$ cat config.mk
export PLATFORM = sky130hd
export DESIGN_NAME = mem_dump_reader
export DESIGN_NICKNAME = d
export VERILOG_FILES = /design/src/rtl/mem_dump_reader.sv
export SDC_FILE = /design/constraint.sdc
export NUM_CORES = 1
export LEC_CHECK = 0
export CAP_MARGIN = 20
export CELL_PAD_IN_SITES_DETAIL_PLACEMENT = 1
export CELL_PAD_IN_SITES_GLOBAL_PLACEMENT = 2
export CORE_MARGIN = 1.5
export CORE_UTILIZATION = 29
export DETAILED_ROUTE_END_ITERATION = 12
export MAX_ROUTING_LAYER = met4
export PLACE_DENSITY = 0.84
export SLEW_MARGIN = 20
export SYNTH_ARGS = -nofsm -noshare
export SYNTH_HDL_FRONTEND = slang
export SYNTH_SLANG_ARGS = --single-unit
export TNS_END_PERCENT = 5
$ cat constraint.sdc
create_clock -name clk -period 1.9 [get_ports clk]
set_input_delay 0.38 -clock clk [delete_from_list [all_inputs] [get_ports clk]]
set_output_delay 0.38 -clock clk [all_outputs]
set_load 0.05 [all_outputs]
$ cat src/rtl/mem_dump_reader.sv
// mem_dump_reader: reads a block of 16-bit data-memory words and streams them to the UART, high byte first.
// Define MEM_DUMP_CHECKSUM_EN to append an XOR checksum byte after the last word.
module mem_dump_reader #(
  parameter int AB = 11,
  parameter int DB = 16
) (
  input  logic          clk,
  input  logic          reset,
  input  logic          start,
  input  logic [AB-1:0] Base_Addr,
  input  logic [AB:0]   Num_Words,
  output logic          RdRam,
  output logic          WrRam,
  output logic [AB-1:0] Addr,
  input  logic [DB-1:0] Mem_Data,
  output logic [7:0]    tx_data,
  output logic          tx_start,
  input  logic          tx_done,
  output logic          busy,
  output logic          done
);
`ifdef MEM_DUMP_CHECKSUM_EN
  typedef enum logic [3:0] {IDLE, RD, CAP, TX_HI, WAIT_HI, TX_LO, WAIT_LO, NEXT, CHK, WAIT_CHK, FIN} state_t;
  localparam state_t LAST = CHK;
`else
  typedef enum logic [3:0] {IDLE, RD, CAP, TX_HI, WAIT_HI, TX_LO, WAIT_LO, NEXT, FIN} state_t;
  localparam state_t LAST = FIN;
`endif
  localparam logic [AB:0] ONE = 1;
  state_t        r_state, w_next;
  logic [AB-1:0] r_addr;
  logic [AB:0]   r_cnt;
  logic [7:0]    r_lo;
  logic [7:0]    r_tx_data;
`ifdef MEM_DUMP_CHECKSUM_EN
  logic [7:0]    r_chk;
`endif
  always_ff @(posedge clk or posedge reset)
    if (reset) r_state <= IDLE;
    else r_state <= w_next;
  always_comb begin
    w_next = r_state;
    case (r_state)
      IDLE:     if (start) w_next = (Num_Words == '0) ? FIN : RD;
      RD:       w_next = CAP;
      CAP:      w_next = TX_HI;
      TX_HI:    w_next = WAIT_HI;
      WAIT_HI:  if (tx_done) w_next = TX_LO;
      TX_LO:    w_next = WAIT_LO;
      WAIT_LO:  if (tx_done) w_next = NEXT;
      NEXT:     w_next = (r_cnt != ONE) ? RD : LAST;
`ifdef MEM_DUMP_CHECKSUM_EN
      CHK:      w_next = WAIT_CHK;
      WAIT_CHK: if (tx_done) w_next = FIN;
`endif
      default:  w_next = IDLE;
    endcase
  end
  always_ff @(posedge clk or posedge reset)
    if (reset) begin
      r_addr    <= '0;
      r_cnt     <= '0;
      r_lo      <= '0;
      r_tx_data <= '0;
`ifdef MEM_DUMP_CHECKSUM_EN
      r_chk     <= '0;
`endif
    end else begin
      if (r_state == IDLE && start) begin
        r_addr <= Base_Addr;
        r_cnt  <= Num_Words;
`ifdef MEM_DUMP_CHECKSUM_EN
        r_chk  <= '0;
`endif
      end
      // Memory drove Out_Data on the falling edge inside RD, so it is stable here.
      if (r_state == CAP) begin
        r_lo      <= Mem_Data[7:0];
        r_tx_data <= Mem_Data[15:8];
      end
      if (r_state == WAIT_HI && tx_done) r_tx_data <= r_lo;
`ifdef MEM_DUMP_CHECKSUM_EN
      if (r_state == TX_HI || r_state == TX_LO) r_chk <= r_chk ^ r_tx_data;
`endif
      if (r_state == NEXT) begin
        r_cnt  <= r_cnt - ONE;
        r_addr <= r_addr + AB'(1);
`ifdef MEM_DUMP_CHECKSUM_EN
        r_tx_data <= r_chk;
`endif
      end
    end
  assign RdRam    = (r_state == RD);
  assign WrRam    = 1'b0;
  assign Addr     = r_addr;
  assign tx_data  = r_tx_data;
`ifdef MEM_DUMP_CHECKSUM_EN
  assign tx_start = (r_state == TX_HI) || (r_state == TX_LO) || (r_state == CHK);
`else
  assign tx_start = (r_state == TX_HI) || (r_state == TX_LO);
`endif
  assign busy     = (r_state != IDLE);
  assign done     = (r_state == FIN);
endmodule
After elaboration in Yosys (flattened, before gate mapping)
Index checks and enable logic that the tools add are counted.

cells by class
  add/subtract/negate cells = 2
  multiply operators = 0
  div/mod/pow operators = 0
  magnitude comparators = 0
  eq/ne operators = 12
  shift operators = 0
  muxes and demuxes = 12
  bitwise gates (word level) = 0
  reductions and logical operators = 9

operators by type and width
  operator                 count
  $pmux W4 S8              1
  $mux W12                 2
  $mux W11                 2
  $mux W4                  5
  $eq A4 B3 Y1 const B     4
  $mux W8                  2
  $logic_not A12 Y1        1
  $ne A12 B1 Y1 const B    1
  $sub A12 B1 Y12 const B  1
  $add A11 B1 Y11 const B  1
  $eq A4 B2 Y1 const B     2
  $ne A2 B2 Y1 const B     3
  $eq A4 B1 Y1 const B     1
  $eq A4 B4 Y1 const B     1
  $logic_not A4 Y1         1
  $reduce_bool A2 Y1       2
  $reduce_bool A4 Y1       1
  $reduce_and A3 Y1        1
  $logic_and A1 B1 Y1      2
  $logic_or A1 B1 Y1       1

word-level totals
  register bits = 43
  bits in latches = 0
  RAM bits = 0
  bits in read-only memories = 0
  input port bits = 43
  output and inout bits = 24
  word-level logic and storage cells = 40
  memories = 0

Longest topological paths before layout
  depth after elaboration = 4
  depth in mapped cells = 7
  depth with buffers taken out = 6

Worst setup path after synthesis
Ideal clock, no wire load.

  kind = flip-flop to output port
  from = reg r_state[3]
  to = out RdRam
  arrival time = 2,256 ps
  setup slack = -736 ps
  stages on the path, launching flop included = 3
  cells stage by stage = dfrtp_1 -> buf_4 -> nor4b_1

between the ends
  cells in the longest elaborated chain, start to end = 1

ends and longest elaborated chain
  item                      line  text
  start: declaration        30    state_t r_state, w_next;
  start signal: assignment  40    else r_state <= w_next;
  $eq A4 B1 Y1              93    assign RdRam = (r_state == RD);
  end: declaration          12    output logic RdRam,

No other way between the ends.

Worst setup path in the final report
Same ends and word-level chain as after synthesis.

==> results_dict.tcl <==
set metrics [dict create \
    synth_top_area_share_pct 45.1 \
    fmax_mhz 538 \
    cp.arrival_ns 1.48 \
    maxCapViolations 0 \
    slew_headroom_pct 64.6 \
    grt_max_degree 44 \
    viasPerCell 5.27 \
    grt_util_met2_pct 28.1 \
    post-route-min-period_ns 1.86 \
    fin_crit_sh_pct 97.8 \
    rsz0062_at_grt "yes" \
    power_mw 5.83 \
    core-area_mm2 0.00785 \
    grt_use_met3_pct 2.18 \
    setup_tns_ns 0 \
    final_layout_size_suffix_gt1_share_pct 24.7 \
    start_util_pct 30.4 \
    synth-async-reset-ratio_pct 100 \
    grt_antenna_before_repair 0 \
    grt_busiest_layer "met2" \
    min_path_type "in -> async" \
    ios 67 \
    synth_edf_count 0 \
    multi_input_area_mm2 0.00123 \
    netlist_area_mm2 0.00238 \
    synth_warnings 0 \
    regArea_mm2 0.00108 \
    cts_sinks 43 \
    die_w_um 93.7 \
    htree_levels 2 \
    io_buffer_count 65 \
    cts-root-buf "clkbuf_8" \
    wirelength_um 7000 \
    synth_seq_area_share_pct 45.1 \
    drtAntennaViolNets 0 \
    post-dp-hpwl_um 5240 \
    setup_viol 0 \
    yosys-top-cells-area "dfrtp_1 (45%), a221o_1 (3.8%), mux2_2 (3.8%)" \
    setup_slack_ns 0.0417 \
    rr_startpoint "r_state[1]" \
    use_met1_pct 23.0 \
    p_per_area_mw_per_mm2 1700 \
    die-height_um 93.7 \
    dpl_worst_slack_ns 0.134 \
    dieArea_mm2 0.00878 \
    startpoint_type "flip-flop" \
    syn-num-nets 276 \
    synth_top_area_cell "dfrtp_1" \
    cts.path.max_buffers 2 \
    crit_path_start "r_state[3]" \
    first_global_vias 2214 \
    ys.flop_type "dfrtp_1" \
    leakagePower_nw 1.38 \
    status "finished, final reports clean" \
    peakVddDrop_v 0.000503 \
    cts_hold_buffers 0 \
    mostFrequentLayoutCells "clkdlybuf4s50_1 (48), dfrtp_1 (39), buf_4 (30)" \
    rows 32 \
    cp_max_fo 7 \
    layout_commonest_cell "clkdlybuf4s50_1" \
    crit_type "reg -> out" \
    hold_viol_final 0 \
    gr-total-overflow 0 \
    fin_nets 357 \
    numCtsBuffers 5 \
    clkLatencyLatePin_ns 0.30 \
    cts_tree "built" \
    gp_congestion 0.778 \
    cp.required_ns 1.52 \
    ys_seq_elements 43 \
    num-fill-cells 898 \
    drt_iter0_markers 81 \
    worstSetupEndpointType "output pin" \
    drc 0 \
    diodes 0 \
    synthCells 230 \
    final_max_slew_viol_count 0 \
    path_clk_slew_ns 0.09 \
    clock_skew_ns 0.0113 \
    grt_use_total_pct 17.3 \
    worst_slew_pin_slew_ns 0.531 \
    wl_per_cell_um 16.9 \
    syn_to_final_growth_pct 43.5 \
    vias 2180 \
    dr.pass1.iters 4 \
    grt_pass1_wl_um 11600 \
    synth.distinct_cells 49 \
    synth_area_per_cell_um2 10.4 \
]
synthesized netlist by cell type (6+ instances only):
cell type	n
nor2_1	22
nand3_1	12
mux2_2	8
buf_4	7
a221o_1	9
a21oi_1	9
nor3_1	9
o211ai_1	6
and2_1	10
nand2_1	18
inv_1	6
dfrtp_1	43
stage by stage:
step	hold WS, ns	utilization, %	area (µm²)	cells
2_1_floorplan	0.460	-	2400	230
3_3_place_gp	0.483	41.5	3260	403
3_5_place_dp	0.501	41.5	3260	403
4_1_cts	0.441	43.3	3400	411
5_1_grt	0.459	43.6	3420	414
6_report	0.432	43.6	3420	414
power by group:
group / internal, mW / switching, mW / total, mW
Clock: 0.426 / 0.329 / 0.755
Combinational: 1.35 / 1.84 / 3.18
Sequential: 1.36 / 0.523 / 1.89
Total: 3.14 / 2.69 / 5.83
repair_timing:
item | 4_1_cts | 5_1_grt
gates resized for setup | 4 | 3
setup buffers | 0 | 3
pin swaps | 0 | 1
setup endpoints to repair | 2 | 4
path summary, 6_finish.rpt:
kind | endpoint | slack [ns] | cells past startpoint
min | r_state[2] | 0.43 | 3
min reg2reg | tx_data[0] | 0.51 | 1
max in group asynchronous | r_state[0] | 1.24 | 3
min in group clk | tx_data[0] | 0.51 | 1
max reg2reg | Addr[5] | 0.15 | 5
max | RdRam | 0.04 | 3
flip-flops by register name, summed over array words and instances (netlist names):
register / flops
tx_data: 8
r_state: 4
r_cnt: 12
Addr: 11
r_lo: 8
routing by layer:
metal  up-vias  wire, µm
li1       1030         -
met1      1112      3210
met2        31      3540
met3         7       163
met4         0        91
met5         -         0
worst max-delay path: stages (launching register included):
cell and delay [ns]:
dfrtp_2 0.46, buf_4 0.20, nor4b_4 0.34, buf_12 0.18
layout make-up:
| cell class | count | share of cell area (%) |
|---|---|---|
| well taps | 102 | 3.73 |
| inverters | 6 | 0.658 |
| multi-input cells | 169 | 36.0 |
| clock inverters | 2 | 1.02 |
| clock buffers | 6 | 2.41 |
| flip-flops and latches | 43 | 31.6 |
| repair buffers | 86 | 24.6 |
logic make-up after synthesis:
| family | Yosys count | share of synthesized area (%) |
|---|---|---|
| AO/OA/AOI/OAI | 54 | 18.0 |
| XOR/XNOR | 3 | 1.10 |
| adder cells (fa/ha/maj) | 3 | 1.57 |
| buffers and inverters | 18 | 4.72 |
| flip-flops | 43 | 45.1 |
| multiplexers | 9 | 4.20 |
| other | 1 | 0.157 |
| AND/OR/NAND/NOR | 99 | 25.1 |
Power figures use the tool's default switching activity.
